[src/rtl/mem_port_arbiter_pkg.sv]
// Shared definitions for the unified-memory port arbiter: read-return tag
// encoding, default bus widths and a saturating counter helper.
package mem_port_arbiter_pkg;

  localparam int DEF_ADDR_W = 10;
  localparam int DEF_DATA_W = 32;

  typedef enum logic [1:0] {
    PEND_NONE = 2'd0,
    PEND_IF   = 2'd1,
    PEND_DM   = 2'd2
  } pend_e;

  function automatic logic [15:0] sat_inc16(input logic [15:0] val);
    return (val == 16'hFFFF) ? val : (val + 16'd1);
  endfunction

endpackage

[src/rtl/mem_port_arbiter.sv]
// Shares one single-port synchronous RAM between instruction fetch and the
// memory stage; DM has priority, with a starvation guard for IF.
module mem_port_arbiter
  import mem_port_arbiter_pkg::*;
#(
  parameter int ADDR_W     = DEF_ADDR_W,
  parameter int DATA_W     = DEF_DATA_W,
  parameter int STARVE_MAX = 3
) (
  input  logic              clk,
  input  logic              rst,
  input  logic              if_req,
  input  logic [ADDR_W-1:0] if_addr,
  output logic              if_gnt,
  output logic              if_rvalid,
  output logic [DATA_W-1:0] if_rdata,
  input  logic              dm_req,
  input  logic              dm_we,
  input  logic [ADDR_W-1:0] dm_addr,
  input  logic [DATA_W-1:0] dm_wdata,
  output logic              dm_gnt,
  output logic              dm_rvalid,
  output logic [DATA_W-1:0] dm_rdata,
  output logic [ADDR_W-1:0] mem_addr,
  output logic [DATA_W-1:0] mem_wdata,
  output logic              mem_wren,
  input  logic [DATA_W-1:0] mem_q,
  output logic              stall_if,
  output logic              stall_dm,
  output logic [15:0]       conflict_cnt
);

  localparam logic [3:0] STARVE_MAX_C = 4'(STARVE_MAX);

  logic [3:0]  starve_cnt_r;
  logic [3:0]  starve_next_s;
  pend_e       pend_r;
  pend_e       pend_next_s;
  logic [15:0] conflict_cnt_r;
  logic        if_gnt_s;
  logic        dm_gnt_s;

  // Grant decision: DM wins a conflict unless IF has waited STARVE_MAX cycles
  always_comb begin
    if_gnt_s = 1'b0;
    dm_gnt_s = 1'b0;
    if (rst) begin
      if_gnt_s = 1'b0;
      dm_gnt_s = 1'b0;
    end else if (if_req && dm_req) begin
      if (starve_cnt_r == STARVE_MAX_C) begin
        if_gnt_s = 1'b1;
      end else begin
        dm_gnt_s = 1'b1;
      end
    end else begin
      if_gnt_s = if_req;
      dm_gnt_s = dm_req;
    end
  end

  // Starvation counter next value, clamped at STARVE_MAX
  always_comb begin
    starve_next_s = 4'd0;
    if (if_req && !if_gnt_s) begin
      if (starve_cnt_r < STARVE_MAX_C) begin
        starve_next_s = starve_cnt_r + 4'd1;
      end else begin
        starve_next_s = starve_cnt_r;
      end
    end else begin
      starve_next_s = 4'd0;
    end
  end

  // Read-return tag next state: remembers which port owns next cycle's mem_q
  always_comb begin
    pend_next_s = PEND_NONE;
    if (if_gnt_s) begin
      pend_next_s = PEND_IF;
    end else if (dm_gnt_s && !dm_we) begin
      pend_next_s = PEND_DM;
    end else begin
      pend_next_s = PEND_NONE;
    end
  end

  // RAM port drive from the winning requester; idle bus is all zeros
  always_comb begin
    mem_addr  = '0;
    mem_wdata = '0;
    mem_wren  = 1'b0;
    if (if_gnt_s) begin
      mem_addr = if_addr;
    end else if (dm_gnt_s) begin
      mem_addr  = dm_addr;
      mem_wdata = dm_wdata;
      mem_wren  = dm_we;
    end else begin
      mem_addr  = '0;
      mem_wdata = '0;
      mem_wren  = 1'b0;
    end
  end

  // State registers: starvation counter, return tag, conflict statistics
  always_ff @(posedge clk) begin
    if (rst) begin
      starve_cnt_r   <= 4'd0;
      pend_r         <= PEND_NONE;
      conflict_cnt_r <= 16'd0;
    end else begin
      starve_cnt_r <= starve_next_s;
      pend_r       <= pend_next_s;
      if (if_req && dm_req) begin
        conflict_cnt_r <= sat_inc16(conflict_cnt_r);
      end
    end
  end

  // The rst gate covers a pre-reset grant still tagged in pend_r
  assign if_rvalid    = (pend_r == PEND_IF) && !rst;
  assign dm_rvalid    = (pend_r == PEND_DM) && !rst;
  assign if_rdata     = mem_q;
  assign dm_rdata     = mem_q;
  assign if_gnt       = if_gnt_s;
  assign dm_gnt       = dm_gnt_s;
  assign stall_if     = if_req & ~if_gnt_s;
  assign stall_dm     = dm_req & ~dm_gnt_s;
  assign conflict_cnt = conflict_cnt_r;

endmodule

[config.mk]
export PLATFORM = sky130hd
export DESIGN_NAME = mem_port_arbiter
export DESIGN_NICKNAME = d
export VERILOG_FILES = /design/src/rtl/mem_port_arbiter_pkg.sv /design/src/rtl/mem_port_arbiter.sv
export SDC_FILE = /design/constraint.sdc
export NUM_CORES = 1
export LEC_CHECK = 0
export BUFFER_PORTS_ARGS = -buffer_cell sky130_fd_sc_hd__buf_4
export CAP_MARGIN = 20
export CORE_ASPECT_RATIO = 0.5
export CORE_UTILIZATION = 35
export DETAILED_ROUTE_END_ITERATION = 6
export GPL_TIMING_DRIVEN = 0
export PLACE_DENSITY_LB_ADDON = 0.1
export REMOVE_ABC_BUFFERS = 1
export SKIP_CTS_REPAIR_TIMING = 1
export SLEW_MARGIN = 20
export SYNTH_ARGS = -nofsm -noshare
export SYNTH_HDL_FRONTEND = slang
export SYNTH_SLANG_ARGS = --single-unit
[constraint.sdc]
create_clock -name clk -period 1.9 [get_ports clk]
set_input_delay 0.19 -clock clk [delete_from_list [all_inputs] [get_ports clk]]
set_output_delay 0.19 -clock clk [all_outputs]
set_load 0.01 [all_outputs]
==> results.py <==
metrics = {
    "drt": {
        "wl_per_cell_um": 20.7,
        "route.vias.total": 1931,
        "drtIter0Drc": 101,
        "wl_mm": 7.60,
        "routed_via_density": 5.26,
        "drc": 0,
        "antenna_left": 0,
        "first_pass_iters": 6,
    },
    "clock_tree": {
        "cts_buffers": 3,
        "root_buffer": "clkbuf_16",
        "clkLatencyLatePin_ns": 0.26,
        "cts_tree": "built",
        "clk_pin_slew_worst_paths_ns": 0.06,
        "cts_buffer_depth": 2,
        "cts_max_level": 1,
        "cts_sinks": 22,
    },
    "finish": {
        "drive_above_1_share": 0.505,
        "syn2layout_area_growth_pct": 33.8,
        "final_cell_mix": "124 x buf_4, 33 x and2_1, 21 x dfxtp_1",
        "n_antenna_cell": 0,
        "final_common_cell": "buf_4",
        "nets": 389,
        "fin_cells": 367,
    },
    "global_routing": {
        "grt_first_pass_wirelength_mm": 10.1,
        "met1_usage": 0.251,
        "grt_usage": 0.242,
        "use_met3": 0.253,
        "met2_usage": 0.309,
        "grt_max_degree": 25,
        "grt.busiest_layer": "met2",
        "grt-ovfl-total": 0,
        "antenna_found_initial": 0,
        "grt_pass1_vias": 1706,
    },
    "timing": {
        "setup_viol": 0,
        "hold_violations": 0,
        "tightest_slew_ns": 0.385,
        "clock_skew_ns": 0.00534,
        "clock.fmax_mhz": 543,
        "post-route-period-util": 0.970,
        "fin_hold_ws_ns": 0.0918,
        "final-max-slew-violation-count": 0,
        "slew_headroom": 0.743,
        "finalCriticalPeriod_ns": 1.84,
    },
    "synthesis": {
        "synth-seq-cells": 22,
        "syn-cell-area_um2": 1970,
        "ys_seq_area_frac": 0.223,
        "avgSynthCellArea_um2": 8.26,
        "synth.distinct_cells": 43,
        "synth_cells": 239,
        "ys_warn_count": 0,
    },
    "setup_path": {
        "cp-start-kind": "register",
        "endpoint_kind": "output pin",
        "cp.required_ns": 1.71,
        "r2r_slack_ns": 0.10,
        "r2r-end": "conflict_cnt[13]",
        "crit_type": "register to output pin",
        "r2r-start": "conflict_cnt[2]",
        "worstPathArrival_ns": 1.65,
        "cp_max_fo": 24,
        "ff2ff_path_depth": 4,
    },
    "pwr": {
        "total_power_w": 0.00126,
        "p_per_area_nw_per_um2": 476,
        "cellLeakagePower_nw": 1.25,
        "ir_worst_vdd_mv": 0.294,
    },
    "place": {
        "place_inst": 358,
        "dp_hpwl_mm": 5.85,
        "gp_congestion": 0.725,
        "portBuffers": 121,
    },
    "run": {
        "cap_violations": 0,
    },
    "floorplanning": {
        "die-width_um": 108,
        "initial_core_util": 0.381,
        "die-area_um2": 5960,
        "core-area_um2": 5180,
        "die_h_um": 55.1,
        "num_rows": 18,
        "io_pins": 218,
    },
    "hold_path": {
        "hold_class": "input pin to register",
        "min-delay-start": "dm_we",
        "min_path_cells": 2,
        "min_to": "pend_r[1]",
    },
    "run_status": {
        "status": "completed",
    },
}
## final cells by class
type / instances / area [um2]
fill: 505 / 2540
sequential: 22 / 442
inverter: 3 / 11.3
clock buffer: 4 / 88.8
tap: 70 / 87.6
timing repair buffer: 128 / 985
multi-input combinational: 140 / 1030
## synth_stat cells (all sizes together)
| cell | number | share of area |
|---|---|---|
| a311oi | 2 | 0.012 |
| and2 | 35 | 0.11 |
| mux2i | 1 | 0.0051 |
| ha | 2 | 0.013 |
| nand4 | 4 | 0.034 |
| dfxtp | 22 | 0.22 |
| mux2 | 2 | 0.011 |
| xnor2 | 2 | 0.0089 |
| or4 | 7 | 0.027 |
| nor4 | 4 | 0.023 |
| a22o | 10 | 0.044 |
| or3 | 4 | 0.013 |
| nor3 | 2 | 0.0051 |
| dlygate4sd1 | 1 | 0.0044 |
| inv | 3 | 0.0057 |
| clkbuf | 4 | 0.013 |
| and3 | 4 | 0.016 |
| o41ai | 1 | 0.0044 |
| nor3b | 2 | 0.0076 |
| o2111ai | 1 | 0.0076 |
| nand2 | 10 | 0.019 |
| buf | 69 | 0.26 |
| nor2 | 9 | 0.017 |
| and4 | 2 | 0.0095 |
| nand3 | 4 | 0.010 |
| o31ai | 8 | 0.030 |
| nand2b | 1 | 0.0032 |
| o21ai | 5 | 0.013 |
| nor2b | 5 | 0.016 |
| a21oi | 13 | 0.033 |
## logic make-up (layout without fill, tap and decap cells)
| logic type | after synthesis | count (layout) | synth area share |
|---|---|---|---|
| and+or+nand+nor | 93 | 93 | 0.314 |
| buffers and inverters | 77 | 135 | 0.280 |
| AOI/OAI and AO/OA | 40 | 40 | 0.145 |
| DFF | 22 | 22 | 0.223 |
| muxes | 3 | 3 | 0.0165 |
| adders and majority gates | 2 | 2 | 0.0127 |
| xor gates and xnor gates | 2 | 2 | 0.00888 |
## where the power goes
group	total (W)	internal [W]	leakage [nW]	switching (W)
Clock	0.000491	0.000321	0.0442	0.000170
Combinational	0.000293	0.000177	1.02	0.000116
Sequential	0.000472	0.000467	0.178	0.00000545
Total	0.00126	0.000965	1.25	0.000291
## worst max-delay path: stages (launching register included)
cell      delay [ns]
dfxtp_1         0.34
ha_4            0.19
a311oi_4        0.30
buf_6           0.16
buf_12          0.14
and2_1          0.14
buf_4           0.12
## flip-flops by register name, summed over array words and instances, names as in the netlist
| signal | cells |
|---|---|
| conflict_cnt | 16 |
| pend_r | 2 |
| starve_cnt_r | 4 |
## stage by stage
step / setup slack (ns) / util / TNS [ns] / area (um2)
detailed placement: -0.240 / 0.475 / -1.16 / 2460
finish: 0.0572 / 0.510 / 0 / 2640
floorplan: -0.448 / - / -20.54 / 1430
global route: -0.0301 / 0.510 / -0.220 / 2640
CTS: -0.348 / 0.492 / -5.72 / 2550
global placement: -1.03 / 0.469 / -49.37 / 2430
## routing by layer
| metal | wire length [um] | up-vias |
|---|---|---|
| met5 | 60 | - |
| met4 | 43 | 2 |
| met3 | 1490 | 7 |
| met2 | 3100 | 149 |
| met1 | 2900 | 882 |
| li1 | - | 891 |
## worst max path at each step
stage / endpoint / from / slack, ns / cells after the start
final: mem_wdata[27] / starve_cnt_r[0] / 0.06 / 6
after global routing: mem_addr[3] / starve_cnt_r[3] / -0.03 / 5
after CTS: mem_addr[1] / starve_cnt_r[0] / -0.35 / 5
after detailed placement: conflict_cnt[7] / conflict_cnt[0] / -0.24 / 5
after global placement: mem_addr[0] / starve_cnt_r[0] / -1.03 / 4
after floorplan: mem_addr[0] / starve_cnt_r[0] / -0.45 / 3
Power figures use the tool's default switching activity.
